## config.mk

```make
export PLATFORM = sky130hd
export DESIGN_NAME = pc_sequencer
export DESIGN_NICKNAME = d
export VERILOG_FILES = /design/src/rtl/pc_sequencer.sv
export SDC_FILE = /design/constraint.sdc
export NUM_CORES = 1
export LEC_CHECK = 0
export ABC_AREA = 1
export CAP_MARGIN = 10
export CORE_ASPECT_RATIO = 1.25
export CORE_MARGIN = 3
export CORE_UTILIZATION = 35
export DETAILED_ROUTE_END_ITERATION = 16
export PLACE_DENSITY = 0.62
export SETUP_SLACK_MARGIN = 0.02
export SLEW_MARGIN = 20
export SYNTH_ARGS = -nofsm -noshare
export SYNTH_HDL_FRONTEND = slang
export SYNTH_SLANG_ARGS = --single-unit
```

## constraint.sdc

```tcl
create_clock -name CLK -period 3.5 [get_ports CLK]
set_input_delay 0.525 -clock CLK [delete_from_list [all_inputs] [get_ports CLK]]
set_output_delay 0.525 -clock CLK [all_outputs]
set_load 0.03 [all_outputs]
```

## src/rtl/pc_sequencer.sv

```systemverilog
// Instruction sequencer driving the ProgramCounter control lines from fetched words,
// with an ALU start/busy handshake and a hardware return-address stack for CALL/RET.
module pc_sequencer #(
    parameter int STACK_DEPTH = 8,
    parameter int W           = 16
) (
    input  logic                          CLK,
    input  logic                          RESET,
    input  logic [W-1:0]                  pc_value,
    input  logic [W-1:0]                  instr,
    input  logic                          instr_valid,
    input  logic                          alu_busy,
    input  logic                          zero_flag,
    output logic                          pc_w,
    output logic                          pc_bra,
    output logic                          pc_stack_pop,
    output logic                          pc_fact,
    output logic [W-1:0]                  pc_in,
    output logic [W-1:0]                  ir,
    output logic                          alu_start,
    output logic                          halted,
    output logic                          stack_overflow,
    output logic                          stack_underflow,
    output logic [$clog2(STACK_DEPTH):0]  depth
);

    localparam int AW = $clog2(STACK_DEPTH);
    localparam int DW = AW + 1;

    localparam logic [1:0] S_FETCH   = 2'd0;
    localparam logic [1:0] S_OPERAND = 2'd1;
    localparam logic [1:0] S_WAIT    = 2'd2;
    localparam logic [1:0] S_HALT    = 2'd3;

    localparam logic [3:0] OP_JMP  = 4'h8;
    localparam logic [3:0] OP_JZ   = 4'h9;
    localparam logic [3:0] OP_CALL = 4'hA;
    localparam logic [3:0] OP_RET  = 4'hB;
    localparam logic [3:0] OP_HALT = 4'hF;

    logic [1:0]    state, nxt;
    logic [W-1:0]  stack_mem [STACK_DEPTH];
    logic [AW-1:0] top_idx;
    logic [W-1:0]  top;
    logic [3:0]    op_f, op_ir;
    logic          empty, full;

    logic          hold, w_c, bra_c, pop_c;
    logic [W-1:0]  in_c;
    logic          push, pop, ld_ir, start_nxt, set_ovf, set_unf;

    assign op_f    = instr[W-1 -: 4];
    assign op_ir   = ir[W-1 -: 4];
    assign top_idx = depth[AW-1:0] - AW'(1);
    assign top     = stack_mem[top_idx];
    assign empty   = (depth == '0);
    assign full    = (depth == DW'(STACK_DEPTH));

    always_comb begin
        hold      = 1'b0;
        w_c       = 1'b0;
        bra_c     = 1'b0;
        pop_c     = 1'b0;
        in_c      = '0;
        nxt       = state;
        push      = 1'b0;
        pop       = 1'b0;
        ld_ir     = 1'b0;
        start_nxt = 1'b0;
        set_ovf   = 1'b0;
        set_unf   = 1'b0;
        case (state)
            S_FETCH: begin
                if (!instr_valid) begin
                    hold = 1'b1;
                end else begin
                    ld_ir = 1'b1;
                    if (!op_f[3]) begin
                        start_nxt = 1'b1;
                        nxt       = S_WAIT;
                    end else begin
                        case (op_f)
                            OP_JMP, OP_JZ, OP_CALL: nxt = S_OPERAND;
                            OP_RET: begin
                                if (!empty) begin
                                    // PC adds 2 on a stack pop, landing past the CALL operand
                                    w_c   = 1'b1;
                                    pop_c = 1'b1;
                                    in_c  = top;
                                    pop   = 1'b1;
                                end else begin
                                    hold    = 1'b1;
                                    set_unf = 1'b1;
                                    nxt     = S_HALT;
                                end
                            end
                            OP_HALT: begin
                                hold = 1'b1;
                                nxt  = S_HALT;
                            end
                            default: ;
                        endcase
                    end
                end
            end
            S_OPERAND: begin
                if (!instr_valid) begin
                    hold = 1'b1;
                end else begin
                    nxt = S_FETCH;
                    case (op_ir)
                        OP_JMP: begin
                            w_c   = 1'b1;
                            bra_c = 1'b1;
                            in_c  = instr;
                        end
                        OP_JZ: begin
                            if (zero_flag) begin
                                w_c   = 1'b1;
                                bra_c = 1'b1;
                                in_c  = instr;
                            end
                        end
                        OP_CALL: begin
                            if (!full) begin
                                push  = 1'b1;
                                w_c   = 1'b1;
                                bra_c = 1'b1;
                                in_c  = instr;
                            end else begin
                                hold    = 1'b1;
                                set_ovf = 1'b1;
                                nxt     = S_HALT;
                            end
                        end
                        default: ;
                    endcase
                end
            end
            S_WAIT: begin
                hold = 1'b1;
                // alu_start is high only in the first wait cycle, when busy is not yet meaningful
                if (!alu_start && !alu_busy) nxt = S_FETCH;
            end
            S_HALT: hold = 1'b1;
            default: nxt = S_FETCH;
        endcase
        if (hold) begin
            w_c   = 1'b1;
            bra_c = 1'b1;
            in_c  = pc_value;
        end
    end

    assign pc_w         = RESET & w_c;
    assign pc_bra       = RESET & bra_c;
    assign pc_stack_pop = RESET & pop_c;
    assign pc_fact      = 1'b0;
    assign pc_in        = RESET ? in_c : '0;

    always_ff @(posedge CLK) begin
        if (!RESET) begin
            state           <= S_FETCH;
            ir              <= '0;
            alu_start       <= 1'b0;
            halted          <= 1'b0;
            stack_overflow  <= 1'b0;
            stack_underflow <= 1'b0;
            depth           <= '0;
        end else begin
            state     <= nxt;
            alu_start <= start_nxt;
            halted    <= (nxt == S_HALT);
            if (ld_ir)   ir              <= instr;
            if (set_ovf) stack_overflow  <= 1'b1;
            if (set_unf) stack_underflow <= 1'b1;
            if (push)     depth <= depth + DW'(1);
            else if (pop) depth <= depth - DW'(1);
        end
    end

    always_ff @(posedge CLK) begin
        if (RESET && push) stack_mem[depth[AW-1:0]] <= pc_value - W'(1);
    end

endmodule

```

==> reports/metrics.yaml, run 1 <==
via_per_inst: 4.83
place_congestion: 0.841
hold_path.class: "reg -> reg"
ys_seq_area_share_pct: 58.3
cts_made_buffers: 17
ys.flop_type: "edfxtp_1"
crit_required_ns: 2.97
via_count: 5814
grt_first_pass_wirelength_mm: 30.5
drc: 0
die_height_um: 169
clock_path_buffers: 2
grt_pass1_vias: 5662
vdd_ir_drop_max_mv: 0.302
hold_violations: 0
arrival_ns: 2.80
wire_per_inst_um: 16.2
rsz0062_at_grt: "no"
slowest_stage: "clkdlybuf4s50_1"
worst_pin_slew_ns: 0.809
worstSetupEndpointType: "primary output"
min_period_ns: 3.33
grt_overflow_total: 0
finalWirelength_mm: 19.5
drtPass1Iterations: 5
num_antenna_cells: 0
synthTopCellsByArea: "edfxtp_1 (51%), nand2_1 (10%), nand3_1 (10%)"
syn_to_final_growth_pct: 24.7
grt_max_degree: 72
slew_viol_final: 0
syn_area_sq_um: 7480
cts_tree: "done"
max_stage_delay_ns: 0.67
insertion_delay_ns: 0.42
dp_hpwl_mm: 13.1
fin_nets: 961
antenna_found_initial: 0
fin_skew_ns: 0.00811
leakage_nw: 3.96
clock-sinks: 154
clkTransAtPathRegs_ns: 0.06
setup_viol: 0
status: "completed"
yosysTopAreaCell: "edfxtp_1"
ant_nets: 0
dieArea_sq_um: 23200
n_fill_cell: 1981
drt_iter0_drc: 569
io_buffer_count: 79
start_util_pct: 35.8
avgSynthCellArea_sq_um: 9.12
ys_warn_count: 0
synth_seq_cells: 154
synthTopCellsByCount: "nand2_1 (203), nand3_1 (151), edfxtp_1 (128)"
netlist.area_leader.share_pct: 51.4
synth_cells: 820
finalSetupTns_ns: 0
rows: 59
synthArstFlopShare_pct: 0
top_level_ports: 81
cts_root_buf: "clkbuf_16"
synth.distinct_cells: 35
slew_headroom_pct: 46.1
power.density_nw_per_um2: 456
multi_input_area_sq_um: 2460
critPathKind: "in -> out"
die_w_um: 137
cap_violations: 0
grt_use_total_pct: 17.3
seq_area_sq_um: 4370
fin_util_pct: 44.7
path_cells: "clkdlybuf4s50_1, nand2_1, nor2_1, nand2_2, nor2_8, nand3_1, nand3_1, nand2_1, inv_1, clkdlybuf4s50_1"
power_mw: 4.25
worstPathMaxFanout: 13
synth_edf_count: 128
core_area_sq_um: 20900
fmax_mhz: 300
cts_max_level: 4
ctsHoldBuffers: 0
layout-drive-gt1-share_pct: 11.3
critPathLaunchType: "input port"
synth_nets: 863
yosysMostFrequentCell: "nand2_1"
period_share_pct: 95.1
-- flip-flops by register name, indices dropped and copies added (netlist names) --
register,flops
ir,16
stack_underflow,1
depth,4
stack_overflow,1
state,2
halted,1
alu_start,1
stack_mem,128
-- worst paths after layout --
path / start / slack (ns) / depth (start not counted) / to
hold reg to reg: stack_underflow / 0.47 / 2 / stack_underflow
setup reg to reg: depth[1] / 1.11 / 10 / stack_mem[7][5]
setup / recovery: instr[15] / 0.17 / 10 / pc_in[10]
hold / removal: stack_underflow / 0.47 / 2 / stack_underflow
-- per-layer routing --
metal	wire length, um	vias to the layer above	track usage, %
li1	-	2861	-
met1	8260	2699	22.6
met2	9490	224	28.4
met3	1460	30	4.12
met4	315	0	5.70
met5	0	-	0
-- stage by stage --
stage | instances | cell area, sq um | hold WS, ns | setup WS, ns
CTS | 1201 | 9280 | 0.473 | 0.0688
global placement | 1170 | 8670 | 0.464 | 0.273
global route | 1204 | 9330 | 0.509 | 0.0212
detailed placement | 1170 | 8670 | 0.459 | 0.201
floorplan | 820 | 7480 | 0.583 | -0.0436
finish | 1204 | 9330 | 0.467 | 0.172
-- critical path: cells and delay by family --
family / cells / cell delay (ns)
buffers and inverters: 3 / 1.31
AND/OR/NAND/NOR: 7 / 0.98
-- cell usage in the layout, fill, tap and decap left out, types with 4 or more instances in the layout --
cell type	count
edfxtp_1	128
clkdlybuf4s50_1	69
a21oi_1	10
ha_1	5
nor2_1	58
xor2_1	8
nand3_1	150
xnor2_1	5
dfxtp_1	25
nor3_2	8
nand2_1	203
o21ai_0	22
inv_2	4
inv_1	122
clkbuf_16	17
bufinv_16	4
buf_4	45
nor2_2	4
-- area by class of cell --
class / count / share of cell area (%)
inverter: 126 / 5.07
clock inverter: 13 / 1.88
tap: 274 / 3.67
multi-input combinational: 502 / 26.4
timing repair buffer: 117 / 11.6
sequential: 154 / 46.8
clock buffer: 18 / 4.60
-- where the power goes --
group | total [mW] | internal, mW | leakage, nW | switching [mW]
Combinational | 0.343 | 0.130 | 2.31 | 0.213
Sequential | 2.02 | 2.01 | 1.36 | 0.0124
Clock | 1.89 | 1.18 | 0.293 | 0.710
Total | 4.25 | 3.32 | 3.96 | 0.935
-- logic make-up (layout without fill, tap and decap cells) --
group	count (synthesis)	after routing	synth area share, %
other cells	1	1	0.0501
fa+ha+maj	6	6	1.10
flops	154	154	58.3
xor+xnor	15	15	2.11
buf+inv	164	274	9.53
simple gates	441	441	26.0
compound gates	39	39	2.91
-- what timing repair did --
item	CTS	global route
cloned	0	0
buffers inserted	0	3
setup endpoints to repair	9	9
resized for setup	1	5
hold endpoints to repair	0	0
pin swaps	0	1
Note: power is estimated with default switching activity, not from simulation.
==> run 2: changes to the inputs <==
==> constraint.sdc (replaced) <==
create_clock -name CLK -period 2.8 [get_ports CLK]
set_input_delay 0.42 -clock CLK [delete_from_list [all_inputs] [get_ports CLK]]
set_output_delay 0.42 -clock CLK [all_outputs]
set_load 0.03 [all_outputs]
==> run 2 against run 1 <==
- register-to-register slack got worse by 0.51 ns
- final area rose by 2.9%
- via count rose by 1.3%
- routed wire length rose by 4.5%
- sequential share of layout area fell by 1.3 points
- worst hold slack improved by 0.0058 ns
- non-clock buffer count rose by 5
- worst setup slack got worse by 0.039 ns
- utilization rose by 1.3 points
- cell count rose by 0.58%
- critical path type unchanged
==> reports/metrics.yaml, run 2 (synthesis results as in run 1) <==
io_buffer_count: 79
setup_slack_ns: 0.133
crit_required_ns: 2.38
clock-sinks: 154
final_cells: 1211
num_antenna_cells: 0
fin_skew_ns: 0.00717
leakage_nw: 4.06
critPathKind: "in -> out"
grt_overflow_total: 0
grt_use_total_pct: 17.9
grt_use_met1_pct: 24.1
worstSetupEndpointType: "primary output"
holdWs_ns: 0.473
min_period_ns: 2.67
largest_register_ffs: 128
p_int_mw: 4.01
cts_made_buffers: 17
rsz0062_at_grt: "no"
arrival_ns: 2.25
fin_nets: 967
final_cell_mix: "nand2_1 (200), nand3_1 (150), edfxtp_1 (128)"
via_count: 5892
dieArea_sq_um: 23200
p_switching_mw: 1.26
worst_pin_slew_ns: 0.597
cap_violations: 0
drtPass1Iterations: 5
finalSetupTns_ns: 0
core_area_sq_um: 20900
die_height_um: 169
final_cell_area_sq_um: 9600
via_per_inst: 4.87
status: "completed"
power.density_nw_per_um2: 550
cts_tree: "done"
rows: 59
hold_path.class: "reg -> reg"
cts_max_level: 4
finalWirelength_mm: 20.4
dp_hpwl_mm: 12.9
seqPwrFrac_pct: 47.8
grt_first_pass_wirelength_mm: 31.3
period_share_pct: 95.2
clkTransAtPathRegs_ns: 0.06
grt_max_degree: 72
slew_headroom_pct: 60.2
cts_root_buf: "clkbuf_16"
comb_power_share_pct: 8.4
placed_area_sq_um: 8830
drt_iter0_drc: 601
clock_path_buffers: 2
drc: 0
grt-busiest-layer: "met2"
layout-drive-gt1-share_pct: 14.1
start_util_pct: 35.8
insertion_delay_ns: 0.42
fmax_mhz: 375
die_w_um: 137
setup_viol: 0
hold_violations: 0
power_mw: 5.28
p_clk_share_pct: 43.7
swShare_pct: 23.9
antenna_found_initial: 0
slew_viol_final: 0
vdd_ir_drop_max_mv: 0.404
place_inst: 1173
place_congestion: 0.904
syn_to_final_growth_pct: 28.3
use_met3_pct: 3.17
wire_per_inst_um: 16.8
ant_nets: 0
use_met2_pct: 29.3
top_level_ports: 81
grt_pass1_vias: 5620
dpl_worst_slack_ns: 0.151
fin_util_pct: 45.9
worstPathMaxFanout: 17
final_common_cell: "nand2_1"
critPathLaunchType: "input port"
run 2: per-layer routing:
layer / wire (um) / up-vias / share of wire (%)
met5: 0 / - / 0
met4: 363 / 0 / 1.8
met3: 1190 / 27 / 5.8
met2: 9980 / 183 / 49
met1: 8880 / 2801 / 44
li1: - / 2881 / -
run 2: critical path, stage by stage:
cell,delay (ns)
clkdlybuf4s50_1,0.64
nand2_2,0.24
inv_2,0.11
buf_4,0.23
nand3_1,0.21
a31oi_1,0.21
buf_4,0.19
run 2: cell type report:
class,count,area (sq um)
fill,1940,11300
tap,274,343
sequential,154,4370
clock buffer,18,429
clock inverter,14,164
multi-input combinational,503,2570
timing repair buffer,122,1250
inverter,126,473
run 2: what timing repair did:
action / CTS / global route
hold buffers: 0 / 0
resized for setup: 2 / 18
pin swaps: 0 / 2
endpoints found under the setup margin: 12 / 16
setup buffers: 0 / 4
cloned: 0 / 2
run 2: worst paths after layout:
path,slack (ns),startpoint,cells after the start,endpoint
max,0.13,instr_valid,7,pc_w
min,0.47,stack_overflow,1,stack_overflow
max reg2reg,0.60,depth[2],12,depth[3]
min reg2reg,0.47,stack_overflow,1,stack_overflow
run 2: power groups by stage:
| stage | registers [mW] | logic, mW | clock network (mW) |
|---|---|---|---|
| final | 2.52 | 0.445 | 2.31 |
| after global routing | 2.52 | 0.481 | 2.45 |
| after CTS | 2.52 | 0.440 | 2.33 |
| after detailed placement | 2.57 | 0.438 | 0 |
| after global placement | 2.57 | 0.438 | 0 |
| after floorplan | 2.61 | 0.192 | 0 |
==> RTL edit, RTL diff (config.mk and constraints of run 2) <==
Put one more register stage on the output `stack_overflow`, cleared by the reset. The value now appears one clock later. The other outputs are not delayed to match.
--- a/src/rtl/pc_sequencer.sv
+++ b/src/rtl/pc_sequencer.sv
@@ -37,6 +37,8 @@
     localparam logic [3:0] OP_CALL = 4'hA;
     localparam logic [3:0] OP_RET  = 4'hB;
     localparam logic [3:0] OP_HALT = 4'hF;
+
+    logic stack_overflow_s0;
 
     logic [1:0]    state, nxt;
     logic [W-1:0]  stack_mem [STACK_DEPTH];
@@ -164,7 +166,7 @@
             ir              <= '0;
             alu_start       <= 1'b0;
             halted          <= 1'b0;
-            stack_overflow  <= 1'b0;
+            stack_overflow_s0 <= 1'b0;
             stack_underflow <= 1'b0;
             depth           <= '0;
         end else begin
@@ -172,7 +174,7 @@
             alu_start <= start_nxt;
             halted    <= (nxt == S_HALT);
             if (ld_ir)   ir              <= instr;
-            if (set_ovf) stack_overflow  <= 1'b1;
+            if (set_ovf) stack_overflow_s0 <= 1'b1;
             if (set_unf) stack_underflow <= 1'b1;
             if (push)     depth <= depth + DW'(1);
             else if (pop) depth <= depth - DW'(1);
@@ -183,5 +185,13 @@
         if (RESET && push) stack_mem[depth[AW-1:0]] <= pc_value - W'(1);
     end
 
+    always_ff @(posedge CLK) begin
+        if (!RESET) begin
+            stack_overflow <= '0;
+        end else begin
+            stack_overflow <= stack_overflow_s0;
+        end
+    end
+
 endmodule
 
Function: same outputs for any inputs over 4 cycles, from zero or initial values and one cycle with RESET low; that may be too few to reach the edited logic, so the function may still have changed.
==> RTL edit against run 2 <==
Critical endpoint is now pc_in[6]. Area after synthesis grew 0.15%. Wire length shrank 0.92%. Setup slack gained 0.064 ns. Sequential cell count grew 1. Final area shrank 0.42%. Critical path type is now reg -> out. Total power grew 0.53%. Cell count grew 0.58%. Via count shrank 0.81%. Largest power group unchanged. Highest routed layer unchanged.
==> RTL edit: results (changes against run 2) <==
status = finished clean (unchanged)
syn nets = 868 (was 863)
later-pin clock latency in the skew report = 0.42 ns (about the same)
HP Start = stack_overflow_s0 (was stack_overflow)
XOR/XNOR share of the synthesized area = 0.0210 (was 0.0211)
synth unique cells = 37 (was 35)
largest net degree at the start of global routing = 72 (unchanged)
Rel. slew slack = 0.618 (was 0.602)
clock buffer count from CTS = 17 (unchanged)
hold depth = 2 (was 1)
adder-cell share of the synthesized area = 0.0110 (about the same)
drt wl/cell = 16.6 um (was 16.8 um)
Worst Clk Skew = 0.00846 ns (was 0.00717 ns)
Lkg Pwr = 4.09 nW (was 4.06 nW)
Hold Path End = stack_overflow (unchanged)
Clock Tree Buf Depth = 2 (unchanged)
critical path arrival = 2.18 ns (was 2.25 ns)
hpwl dp = 13700 um (was 12900 um)
Top FF cell, synth = edfxtp_1 (unchanged)
Critical R2R Launch = ir[15] (was depth[2])
fraction of layout cells with a size suffix above 1 = 0.140 (was 0.141)
Initial DRC Count = 492 (was 601)
CP Launch Type = flop (was primary input)
Reg2Reg Depth = 9 (was 12)
first-pass GRT wire length = 32100 um (was 31300 um)
Synth Area in Compound Gates = 0.0256 (was 0.0291)
peak supply drop = 308 uV (was 404 uV)
number of synthesized flops with an enable pin = 128 (unchanged)
nets = 974 (was 967)
routability congestion estimate = 0.826 (was 0.904)
sequential share of the synthesized area = 0.585 (was 0.583)
worst r2r dst = stack_mem[5][9] (was depth[3])
Worst-path clk slew = 0.07 ns
largest cells by area after synthesis = edfxtp_1 (51%), nand2_1 (10%), nand3_1 (10%), dfxtp_1 (7.2%), inv_1 (6.2%) (was edfxtp_1 (51%), nand2_1 (10%), nand3_1 (10%), dfxtp_1 (7.0%), inv_1 (6.2%))
Total Routing Usage GR = 0.181 (was 0.179)
number of global-route vias before repair = 5919 (was 5620)
H-tree Lvls = 4 (unchanged)
routed vias/inst = 4.80 (was 4.87)
most frequent cells after synthesis = nand2_1 (206), nand3_1 (151), edfxtp_1 (128), inv_1 (123), nor2_1 (61) (was nand2_1 (203), nand3_1 (151), edfxtp_1 (128), inv_1 (123), nor2_1 (58))
## RTL edit: cell types whose count changed after synthesis, moves of 2 or more
cell / run 2 / this run
buf_2: 12 / 14
buf_6: 8 / 5
o21ai_0: 23 / 20
nor2_1: 58 / 61
nor3_1: 11 / 13
nand2_1: 203 / 206
nor2_2: 4 / 2
o21ai_1: 0 / 2
## RTL edit: metal layers
layer  up-vias  part of all wire  global-route usage
met4         0             0.023              0.0729
li1       2892                 -                   -
met5         -                 0                   0
met3        29             0.058              0.0279
met1      2741              0.40               0.216
met2       182              0.52               0.323
## RTL edit: how the worst max path moves through the flow
stage / endpoint / slack, ns / depth (start not counted)
6_report: pc_in[6] / 0.20 / 9
5_1_grt: pc_in[6] / 0.03 / 9
4_1_cts: pc_in[5] / 0.03 / 12
3_5_place_dp: pc_in[5] / 0.13 / 10
3_3_place_gp: stack_mem[4][12] / 0.18 / 9
2_1_floorplan: stack_mem[0][0] / 0.06 / 9
## RTL edit: through the flow
step	setup WS (ns)	cells	area [um^2]	hold slack [ns]	power (mW)
final	0.197	1218	9560	0.441	5.30
after global routing	0.0285	1218	9560	0.481	5.48
after CTS	0.0284	1215	9480	0.443	5.34
after detailed placement	0.130	1183	8870	0.426	3.03
after global placement	0.176	1183	8870	0.421	3.02
after floorplan	0.0579	825	7600	0.405	2.82
## RTL edit: cell families after synthesis
group | Yosys count
xor gates and xnor gates | 15
other | 1
DFF | 155
adders and majority gates | 6
AOI/OAI and AO/OA | 35
buffers and inverters | 165
and+or+nand+nor | 448
## RTL edit: power breakdown
group / total, mW / switching (mW) / internal, mW
logic: 0.443 / 0.271 / 0.172
clock network: 2.32 / 0.978 / 1.35
registers: 2.54 / 0.0156 / 2.52
## RTL edit: worst max-delay path, stage by stage (launching register included)
cell	delay, ns
dfxtp_1	0.33
inv_1	0.05
nor2_1	0.29
nand3_1	0.14
nand2_2	0.28
nand3_1	0.22
nand3_1	0.13
nand2_1	0.08
inv_1	0.08
buf_4	0.15
## RTL edit: repair_timing
action / 4_1_cts / 5_1_grt
gates resized for setup: 2 / 8
setup buffers: 0 / 3
pin swaps: 0 / 2
endpoints found under the setup margin: 8 / 16
## RTL edit: final cells by class
type                       count  area, um^2
fill                        2000       11400
clock buffer                  17         425
clock inverter                15         174
multi-input combinational    505        2540
inverter                     127         482
sequential                   155        4390
timing repair buffer         125        1200
tap                          274         343
